===== config.mk =====
export PLATFORM = sky130hd
export DESIGN_NAME = fetch_stage_flat
export DESIGN_NICKNAME = d
export VERILOG_FILES = /design/src/rtl/fetch_stage_pkg.sv /design/src/rtl/fetch_stage_if.sv /design/src/rtl/fetch_stage_ifid_reg.sv /design/src/rtl/fetch_stage.sv /design/src/flat_wrapper.sv
export SDC_FILE = /design/constraint.sdc
export NUM_CORES = 1
export LEC_CHECK = 0
export ABC_AREA = 1
export BUFFER_PORTS_ARGS = -buffer_cell sky130_fd_sc_hd__buf_2
export CAP_MARGIN = 30
export CORE_UTILIZATION = 50
export CTS_CLUSTER_DIAMETER = 100
export CTS_CLUSTER_SIZE = 24
export DETAILED_ROUTE_END_ITERATION = 7
export GPL_ROUTABILITY_DRIVEN = 0
export GPL_TIMING_DRIVEN = 0
export PLACE_DENSITY = 0.75
export SYNTH_ARGS = -nofsm -noshare
export SYNTH_HDL_FRONTEND = slang
export SYNTH_SLANG_ARGS = --single-unit

===== constraint.sdc =====
create_clock -name clk -period 3.4 [get_ports clk]
set_input_delay 0.34 -clock clk [delete_from_list [all_inputs] [get_ports clk]]
set_output_delay 0.34 -clock clk [all_outputs]
set_load 0.005 [all_outputs]

===== src/rtl/fetch_stage_pkg.sv =====
// Shared constants and state encoding for the instruction-fetch stage.
package fetch_stage_pkg;

  localparam logic [15:0] NOP_INSTR = 16'h0800;
  localparam logic [15:0] PC_INC    = 16'd2;

  typedef enum logic [2:0] {
    StReq    = 3'd0,
    StWait   = 3'd1,
    StHold   = 3'd2,
    StSquash = 3'd3,
    StHalted = 3'd4
  } state_e;

endpackage


===== src/rtl/fetch_stage_if.sv =====
// Instruction-memory request/response bus between fetch (master) and memory (slave).
interface fetch_stage_if;

  logic [15:0] addr;
  logic        rd;
  logic        stall;
  logic        done;
  logic [15:0] data;

  modport master (output addr, output rd, input stall, input done, input data);
  modport slave  (input addr, input rd, output stall, output done, output data);

endinterface


===== src/rtl/fetch_stage_ifid_reg.sv =====
// IF/ID pipeline register: load a fetched instruction, insert a bubble, or hold.
module fetch_stage_ifid_reg #(
  parameter logic [15:0] BubbleInstr = fetch_stage_pkg::NOP_INSTR
) (
  input  logic        clk,
  input  logic        rst,
  input  logic        load_i,
  input  logic        bubble_i,
  input  logic        bubble_fs_i,
  input  logic [15:0] instr_i,
  input  logic [15:0] pc_i,
  output logic [15:0] instr_o,
  output logic [15:0] pc_o,
  output logic        valid_o,
  output logic        fetch_stall_o
);

  logic [15:0] instr_q, instr_d;
  logic [15:0] pc_q, pc_d;
  logic        valid_q, valid_d;
  logic        fs_q, fs_d;

  always_comb begin
    instr_d = instr_q;
    pc_d    = pc_q;
    valid_d = valid_q;
    fs_d    = fs_q;
    if (load_i) begin
      instr_d = instr_i;
      pc_d    = pc_i;
      valid_d = 1'b1;
      fs_d    = 1'b0;
    end else if (bubble_i) begin
      // PC field is left alone on a bubble; only valid instructions carry a meaningful PC.
      instr_d = BubbleInstr;
      valid_d = 1'b0;
      fs_d    = bubble_fs_i;
    end
  end

  always_ff @(posedge clk) begin
    if (rst) begin
      instr_q <= BubbleInstr;
      pc_q    <= 16'h0000;
      valid_q <= 1'b0;
      fs_q    <= 1'b0;
    end else begin
      instr_q <= instr_d;
      pc_q    <= pc_d;
      valid_q <= valid_d;
      fs_q    <= fs_d;
    end
  end

  assign instr_o       = instr_q;
  assign pc_o          = pc_q;
  assign valid_o       = valid_q;
  assign fetch_stall_o = fs_q;

endmodule


===== src/rtl/fetch_stage.sv =====
// Instruction-fetch stage: owns the PC, talks to a multi-cycle imem, feeds IF/ID,
// and handles redirect, hazard stall and halt from decode.
module fetch_stage import fetch_stage_pkg::*; #(
  parameter logic [15:0] RESET_PC  = 16'h0000,
  parameter logic [15:0] NOP_INSTR = fetch_stage_pkg::NOP_INSTR
) (
  input  logic                 clk,
  input  logic                 rst,
  input  logic                 stall,
  input  logic                 redirect,
  input  logic [15:0]          redirectPC,
  input  logic                 halt,
  fetch_stage_if.master        imem,
  output logic [15:0]          instr,
  output logic [15:0]          PC,
  output logic                 valid,
  output logic                 fetch_stall,
  output logic                 err
);

  state_e      state_q, state_d;
  logic [15:0] pc_q, pc_d;
  logic [15:0] hold_q, hold_d;
  logic        err_q, err_d;
  logic        out_q, out_d;      // a response is still owed to us while halted
  logic        first_q;           // first cycle after reset: ignore stray responses

  logic        rd;
  logic        accept;
  logic        deliver;
  logic [15:0] pc_inc;
  logic        ld, bub, bub_fs;
  logic [15:0] ld_instr;

  assign pc_inc = pc_q + PC_INC;
  assign rd     = (state_q == StReq) && !rst && !halt;
  assign accept = rd && !imem.stall;

  assign imem.addr = pc_q;
  assign imem.rd   = rd;

  always_comb begin
    state_d  = state_q;
    pc_d     = pc_q;
    hold_d   = hold_q;
    out_d    = out_q;
    ld       = 1'b0;
    bub      = 1'b0;
    bub_fs   = 1'b0;
    ld_instr = imem.data;
    deliver  = 1'b0;

    if (halt || state_q == StHalted) begin
      state_d = StHalted;
      bub     = 1'b1;
      if (state_q != StHalted) begin
        out_d = (state_q == StWait || state_q == StSquash) && !imem.done;
      end else if (imem.done) begin
        out_d = 1'b0;
      end
    end else if (redirect && !stall) begin
      pc_d   = redirectPC & 16'hFFFE;
      bub    = 1'b1;
      hold_d = NOP_INSTR;
      if ((state_q == StWait || state_q == StSquash || accept) && !imem.done) begin
        state_d = StSquash;
      end else begin
        state_d = StReq;
      end
    end else begin
      unique case (state_q)
        StReq: begin
          if (accept) begin
            if (imem.done) deliver = 1'b1;
            else           state_d = StWait;
          end
        end
        StWait: begin
          if (imem.done) deliver = 1'b1;
        end
        StHold: begin
          if (!stall) begin
            ld       = 1'b1;
            ld_instr = hold_q;
            pc_d     = pc_inc;
            state_d  = StReq;
          end
        end
        StSquash: begin
          if (imem.done) state_d = StReq;
        end
        default: state_d = StReq;
      endcase

      if (deliver) begin
        if (stall) begin
          hold_d  = imem.data;
          state_d = StHold;
        end else begin
          ld      = 1'b1;
          pc_d    = pc_inc;
          state_d = StReq;
        end
      end else if (!stall && !ld) begin
        bub    = 1'b1;
        bub_fs = 1'b1;
      end
    end

    err_d = err_q | (imem.done && !first_q &&
                     ((state_q == StHold) ||
                      (state_q == StReq && !accept) ||
                      (state_q == StHalted && !out_q)));
  end

  always_ff @(posedge clk) begin
    if (rst) begin
      state_q <= StReq;
      pc_q    <= RESET_PC;
      hold_q  <= NOP_INSTR;
      err_q   <= 1'b0;
      out_q   <= 1'b0;
      first_q <= 1'b1;
    end else begin
      state_q <= state_d;
      pc_q    <= pc_d;
      hold_q  <= hold_d;
      err_q   <= err_d;
      out_q   <= out_d;
      first_q <= 1'b0;
    end
  end

  fetch_stage_ifid_reg #(
    .BubbleInstr (NOP_INSTR)
  ) u_ifid (
    .clk           (clk),
    .rst           (rst),
    .load_i        (ld),
    .bubble_i      (bub),
    .bubble_fs_i   (bub_fs),
    .instr_i       (ld_instr),
    .pc_i          (pc_inc),
    .instr_o       (instr),
    .pc_o          (PC),
    .valid_o       (valid),
    .fetch_stall_o (fetch_stall)
  );

  assign err = err_q;

endmodule

===== src/flat_wrapper.sv =====
// flat-port wrapper written by rule: the top's interface ports become plain ports
module fetch_stage_flat import fetch_stage_pkg::*;
#(
  parameter logic [15:0] RESET_PC  = 16'h0000,
  parameter logic [15:0] NOP_INSTR = fetch_stage_pkg::NOP_INSTR
)
  (clk, rst, stall, redirect, redirectPC, halt, instr, PC, valid, fetch_stall, err, imem_addr, imem_rd, imem_stall, imem_done, imem_data);
  fetch_stage_if imem_i ();
  input  logic clk;
  input  logic rst;
  input  logic stall;
  input  logic redirect;
  input  logic [15:0] redirectPC;
  input  logic halt;
  output logic [15:0] instr;
  output logic [15:0] PC;
  output logic valid;
  output logic fetch_stall;
  output logic err;
  output wire logic [$bits(imem_i.addr)-1:0] imem_addr;
  output wire logic [$bits(imem_i.rd)-1:0] imem_rd;
  input wire logic [$bits(imem_i.stall)-1:0] imem_stall;
  input wire logic [$bits(imem_i.done)-1:0] imem_done;
  input wire logic [$bits(imem_i.data)-1:0] imem_data;
  assign imem_addr = imem_i.addr;
  assign imem_rd = imem_i.rd;
  assign imem_i.stall = imem_stall;
  assign imem_i.done = imem_done;
  assign imem_i.data = imem_data;
  fetch_stage #(.RESET_PC(RESET_PC), .NOP_INSTR(NOP_INSTR)) u_core (.clk(clk), .rst(rst), .stall(stall), .redirect(redirect), .redirectPC(redirectPC), .halt(halt), .imem(imem_i), .instr(instr), .PC(PC), .valid(valid), .fetch_stall(fetch_stall), .err(err));
endmodule

# ---- After elaboration in Yosys (flattened, before gate mapping)
# Index checks and enable logic that the tools add are counted.
dict set report word_totals {
  reg_bits 72
  input_bits 39
  wordCells 111
}
dict set report classes {
  n_addsub 1
  n_eq_ne 15
  n_mux 47
  n_bitwise 2
  reduce_logical 35
}
# cell n
set ops {}
lappend ops {{$mux 16} 13}
lappend ops {{$mux 1} 23}
lappend ops {{$mux 3} 7}
lappend ops {{$add 16x2->16 const B} 1}
lappend ops {{$pmux 3 s4} 1}
lappend ops {{$logic_and 1x1->1} 11}
lappend ops {{$ne 5x4->1 const B} 2}
lappend ops {{$reduce_and 5->1} 2}
lappend ops {{$logic_not 1->1} 9}
lappend ops {{$ne 4x3->1 const B} 2}
lappend ops {{$ne 4x4->1 const B} 2}
lappend ops {{$eq 3x2->1 const B} 2}
lappend ops {{$ne 3x3->1 const B} 2}
lappend ops {{$reduce_bool 2->1} 3}
lappend ops {{$logic_or 1x1->1} 5}
lappend ops {{$ne 5x2->1 const B} 1}
lappend ops {{$ne 5x5->1 const B} 1}
lappend ops {{$mux 2} 2}
lappend ops {{$ne 4x2->1 const B} 1}
lappend ops {{$reduce_and 2->1} 2}
lappend ops {{$reduce_or 2->1} 2}
lappend ops {{$eq 3x1->1 const B} 1}
lappend ops {{$eq 3x3->1 const B} 1}
lappend ops {{$logic_not 3->1} 1}
lappend ops {{3 further kinds} 3}

# ---- Logic depth before layout (Yosys ltp)
dict set report depth {
  word_depth 13
  mapped_depth 12
  depth_no_buf 11
}

# ---- By module
# Synthesis repeated with hierarchy kept, for this count alone.
dict set report hier_totals {
  cells_unflattened 593
  area_unflattened_um2 3910.0
}
# mod instances cells_each area_per_inst_um2 seq_area_each_um2
set modules_own_cells {}
lappend modules_own_cells {fetch_stage 1 442 2630.0 740.7}
lappend modules_own_cells {fetch_stage_ifid_reg 1 151 1280.0 680.7}

# ---- Worst setup path before layout
# No wires, ideal clock.
dict set report synth_timing {
  path_kind {input to register}
  startpoint {input rst}
  endpoint {register u_core.u_ifid.pc_q[9] (netlist: u_core.u_ifid.pc_o[9])}
  t_arrival_ns 1.501
  required_time_ns 3.286
  path_slack_ns 1.785
  path_stages 10
  n_path_buf 2
  path_cell_list {buf_2 > nor2_2 > nand4_1 > nand2_1 > nand3_1 > nand2_2 > nand2_4 > buf_2 > a21oi_1 > nor2_1}
}
dict set report synth_between {
  elab_chain_cells 11
}
# element line_no
set synth_lines {}
lappend synth_lines {{start: declaration} flat_wrapper.sv:10} ;# input logic rst;
lappend synth_lines {{$logic_not 1->1} fetch_stage.sv:36} ;# assign rd = (state_q == StReq) && !rst && !halt;
lappend synth_lines {{$logic_and 1x1->1 (2 in series)} fetch_stage.sv:36}
lappend synth_lines {{$logic_and 1x1->1} fetch_stage.sv:37} ;# assign accept = rd && !imem.stall;
lappend synth_lines {{$mux 1} fetch_stage.sv:73} ;# if (accept) begin
lappend synth_lines {{$pmux 1 s2} fetch_stage.sv:71} ;# unique case (state_q)
lappend synth_lines {{$mux 1} fetch_stage.sv:61} ;# end else if (redirect && !stall) begin
lappend synth_lines {{$mux 1} fetch_stage.sv:53} ;# if (halt || state_q == StHalted) begin
lappend synth_lines {{$mux 1} fetch_stage.sv:95} ;# if (deliver) begin
lappend synth_lines {{$mux 1} fetch_stage.sv:61}
lappend synth_lines {{$mux 1} fetch_stage.sv:53}
lappend synth_lines {{end signal: assignment} fetch_stage_ifid_reg.sv:49} ;# pc_q <= pc_d;
lappend synth_lines {{end: declaration} fetch_stage_ifid_reg.sv:19} ;# logic [15:0] pc_q, pc_d;
# Several ways; a longest one is shown, not always the timed one. The select of a mux whose other input is x is not followed.
# A chain may end at the register's enable or synchronous reset.

# ---- Worst setup path in the final report
dict set report layout_timing {
  startpoint {register u_core.pc_q[1] (netlist: u_core.imem.addr[1])}
  endpoint {register u_core.u_ifid.pc_q[13] (netlist: u_core.u_ifid.pc_o[13])}
}
dict set report layout_between {
  elab_chain_cells 1
}
# element line_no
set layout_lines {}
lappend layout_lines {{start: declaration} fetch_stage.sv:22} ;# logic [15:0] pc_q, pc_d;
lappend layout_lines {{start signal: assignment} fetch_stage.sv:126} ;# pc_q <= pc_d;
lappend layout_lines {{$add 16x2->16} fetch_stage.sv:35} ;# assign pc_inc = pc_q + PC_INC;
# Every way passes these cells.

==> results.txt <==
- Run status: finished clean
* Async SR Flop Fraction: 0%
- Synthesized netlist cell count: 633
- Clock tree synthesis selected as its root buffer the cell sky130_fd_sc_hd__clkbuf_8.
- The completed layout was analyzed and its total power is 1.84 mW.
- Yosys top cell area share: 35.5%
* GR Overflow Total: 0
- Summed over all layers, the routed wires come to 12100 um.
* Slowest stage delay, CP: 530 ps
- Maximum number of buffers from clock root to sink: 2
- The detailed router placed 4556 vias in this run.
- For this run, the number of Yosys warnings is 0.
- Count leader, synth: sky130_fd_sc_hd__nand2_1
- Start of the worst register-to-register path: u_core.imem.addr[1]
* Net count reported at finish: 771
* Die height: 90.8 um
- Number of remaining DRC errors: 0
- Total setup violations reported at the end of the flow: 0
- In this run, synthesis inferred 0 flip-flops with an integrated enable.
- Number of hold-repair buffers added at the cts stage: 0
- In this run the tightest slew margin relative to its limit is 60.2%.
* Clock H-tree levels: 3
* Total core area: 0.00769 mm2
- The tool flagged a number of max-cap violations equal to 0.
* # fillers: 734
* Number of routed nets with antenna violations: 0
- Final Critical Period: 1960 ps
* Leakage power: 2.30 nW
- Detailed placement finished with a half-perimeter wire length of 8680 um.
- The commonest cells after synthesis are sky130_fd_sc_hd__nand2_1 (230), sky130_fd_sc_hd__dfxtp_1 (70), sky130_fd_sc_hd__nor2_1 (57).
- Port buffering added 86 buffers.
- The synthesized netlist contains 35 unique library cells.
- Number of diodes: 0
- CP endpoint: u_core.u_ifid.pc_o[13]
- Data on the critical path is required at its endpoint by 3630 ps.
* Final worst-path cycle share: 57.7%
* Logic depth of the worst register-to-register path: 8
- Traced cell by cell, the critical path runs through ha_1, nand2_1, nor2_1, nand3_1, o21ai_0, nand2_1, nand2_1, a21oi_1.
- After clock tree synthesis, the clock-pin slew on the worst setup and hold paths is 80 ps.
- Gates resized during post-CTS repair numbered 0.
- Top cells by area, synth: sky130_fd_sc_hd__dfxtp_1 (36%), sky130_fd_sc_hd__nand2_1 (22%), sky130_fd_sc_hd__nand3_1 (7.1%), sky130_fd_sc_hd__a21oi_1 (7.0%), sky130_fd_sc_hd__nor2_1 (5.4%)
- Area growth from synthesis to layout: 19.8%
- Number of placement rows: 32
- Antenna violations before repair: 0
- Instance area after placement: 0.00450 mm2
- Global-route total usage across every layer: 29.6%
* Upper clock frequency limit: 0.510 GHz
* Unrepaired setup endpoints after global routing: no
- Register area share after synthesis: 35.5%
- Across the VDD grid, the largest voltage drop is 0.272 mV.
- Starting density of the core: 51.3%
- Design Area, Final: 0.00472 mm2
* Slew of the pin with the lowest slew margin: 597 ps
* Post-synthesis cell type with the largest combined area: sky130_fd_sc_hd__dfxtp_1
- Worst clock skew: 8.55 ps
- Die ar.: 0.00824 mm2
* CP max-delay cell: sky130_fd_sc_hd__dfxtp_1
- R2r setup slk: 1440 ps
- After detailed routing, the number of vias per cell comes to 5.44.
- Clock tree synthesis found a total of 70 sinks.
- Pin placement for this block handled 91 I/O pins.
- Via count of the first global-routing pass: 4178
- Entering global routing, the biggest net connects 14 pins.
- Buffers inserted by post-CTS timing repair: 0
* Fraction of layout cells with a size suffix above 1: 19.4%
* Path category of the worst min-delay check: input port to flop
- The most used flip-flop cell after synthesis is sky130_fd_sc_hd__dfxtp_1.
- Clock tree synthesis inserted a total of 9 buffers.
* Critical R2R Capture: u_core.u_ifid.pc_o[13]
- The setup path with the least slack is of type flop to flop.
- Number of search-and-repair iterations in the first detailed-routing pass: 7
* Start point of the critical path: u_core.imem.addr[1]
- STA classifies the critical path startpoint as a flop.
- The worst setup path is captured at a flop.
- Sum Neg Setup Slack: 0 ps
- Cell area power density: 390 mW/mm2
- Along the worst path, the maximum fanout reaches 8.
- Clock insertion delay at the later pin of the skew report: 360 ps
- TritonCTS built the clock tree.
- Post-Synthesis Mean Instance Area: 6.23 um2
- Initial DRC count: 417
- Measured along the x axis, the die boundary spans 90.8 um.
- Number of hold-slack violations in the final timing report: 0
- The final-report max-slew violation count is 0.
* Synth Cell Area: 0.00394 mm2
- Data on the critical path arrives at its endpoint at 2190 ps.
- The synthesized design contains 70 register bits.
- The first global-routing pass estimated 19500 um of wire.
- In this design, the critical path's most frequently occurring cell is sky130_fd_sc_hd__nand2_1.
- After detailed routing, the average wire length per cell comes to 14.4 um.
* Final core utilization: 61.5%
[worst max-delay path: cells and delay by family (launching register included)]
family                   cells  cell delay [ps]
adder cells (fa/ha/maj)      1              270
AND/OR/NAND/NOR              5              740
AO/OA/AOI/OAI                2              290
flip-flops                   1              530
[cell type report]
class	instances	area, um2	share of cell area [%]
tap	102	128	2.70
multi-input combinational	479	2170	45.9
clock inverter	7	96.3	2.04
clock buffer	9	124	2.62
sequential	70	1400	29.7
timing repair buffer	86	430	9.11
buffer	36	190	4.03
inverter	49	184	3.89
[cell usage in the layout (no fill, tap or decap), types with 2 or more instances in the layout]
master                      count
sky130_fd_sc_hd__nand2_1      230
sky130_fd_sc_hd__buf_2         97
sky130_fd_sc_hd__dfxtp_1       70
sky130_fd_sc_hd__nor2_1        57
sky130_fd_sc_hd__nand3_1       56
sky130_fd_sc_hd__a21oi_1       55
sky130_fd_sc_hd__inv_1         46
sky130_fd_sc_hd__nand4_1       22
sky130_fd_sc_hd__o21ai_0       21
sky130_fd_sc_hd__clkbuf_1      14
sky130_fd_sc_hd__buf_4          9
sky130_fd_sc_hd__clkbuf_8       9
sky130_fd_sc_hd__nand2_2        5
sky130_fd_sc_hd__nor2_2         3
sky130_fd_sc_hd__inv_2          3
sky130_fd_sc_hd__nor2_4         3
sky130_fd_sc_hd__xor2_1         3
sky130_fd_sc_hd__xnor2_1        3
sky130_fd_sc_hd__nand2_4        2
sky130_fd_sc_hd__nor3_1         2
sky130_fd_sc_hd__or2_2          2
sky130_fd_sc_hd__o21ai_1        2
sky130_fd_sc_hd__conb_1         2
sky130_fd_sc_hd__bufinv_16      2
sky130_fd_sc_hd__clkinv_4       2
sky130_fd_sc_hd__clkinv_2       2
[state kept, by name, summed over array words and instances (netlist names)]
name,count
u_core.err,1
u_core.first_q,1
u_core.hold_q,16
u_core.imem.addr,15
u_core.out_q,1
u_core.state_q,3
u_core.u_ifid.fetch_stall_o,1
u_core.u_ifid.instr_o,16
u_core.u_ifid.pc_o,15
u_core.u_ifid.valid_o,1
[where the power goes]
part	internal, mW	total [mW]	switching [mW]
sequential	0.833	0.851	0.0181
clock	0.416	0.768	0.353
combinational	0.0760	0.225	0.149
[logic make-up (layout without fill, tap and decap cells)]
| family | Yosys count | after routing | synth area share [%] |
|---|---|---|---|
| xor gates and xnor gates | 6 | 6 | 1.33 |
| other | 1 | 2 | 0.0951 |
| and+or+nand+nor | 385 | 385 | 41.9 |
| AOI/OAI and AO/OA | 84 | 84 | 11.1 |
| adders and majority gates | 1 | 1 | 0.317 |
| DFF | 70 | 70 | 35.5 |
| muxes | 1 | 1 | 0.254 |
| buffers and inverters | 85 | 187 | 9.49 |
[routing by layer]
layer,vias up,wire length (um),GRT usage (%)
li1,2222,-,-
met1,2068,4830,35.2
met2,239,5940,52.2
met3,27,1060,5.81
met4,0,261,11.5
met5,-,0,0
[how the worst min path moves through the flow]
stage               cells after the start        endpoint        from
CTS                                     1  u_core.first_q         rst
detailed placement                      1  u_core.first_q         rst
floorplan                               0  u_core.first_q         rst
finish                                  1  u_core.first_q         rst
global placement                        2      u_core.err  u_core.err
global route                            1  u_core.first_q         rst
[metrics by stage]
stage	worst slack, ps	cells	hold slack, ps
floorplan	1790	634	368
detailed placement	1350	822	455
global route	1290	838	99.7
global placement	1370	822	436
CTS	1470	838	88.5
finish	1440	838	92.4
No activity file was read; power rests on OpenSTA's default activity.
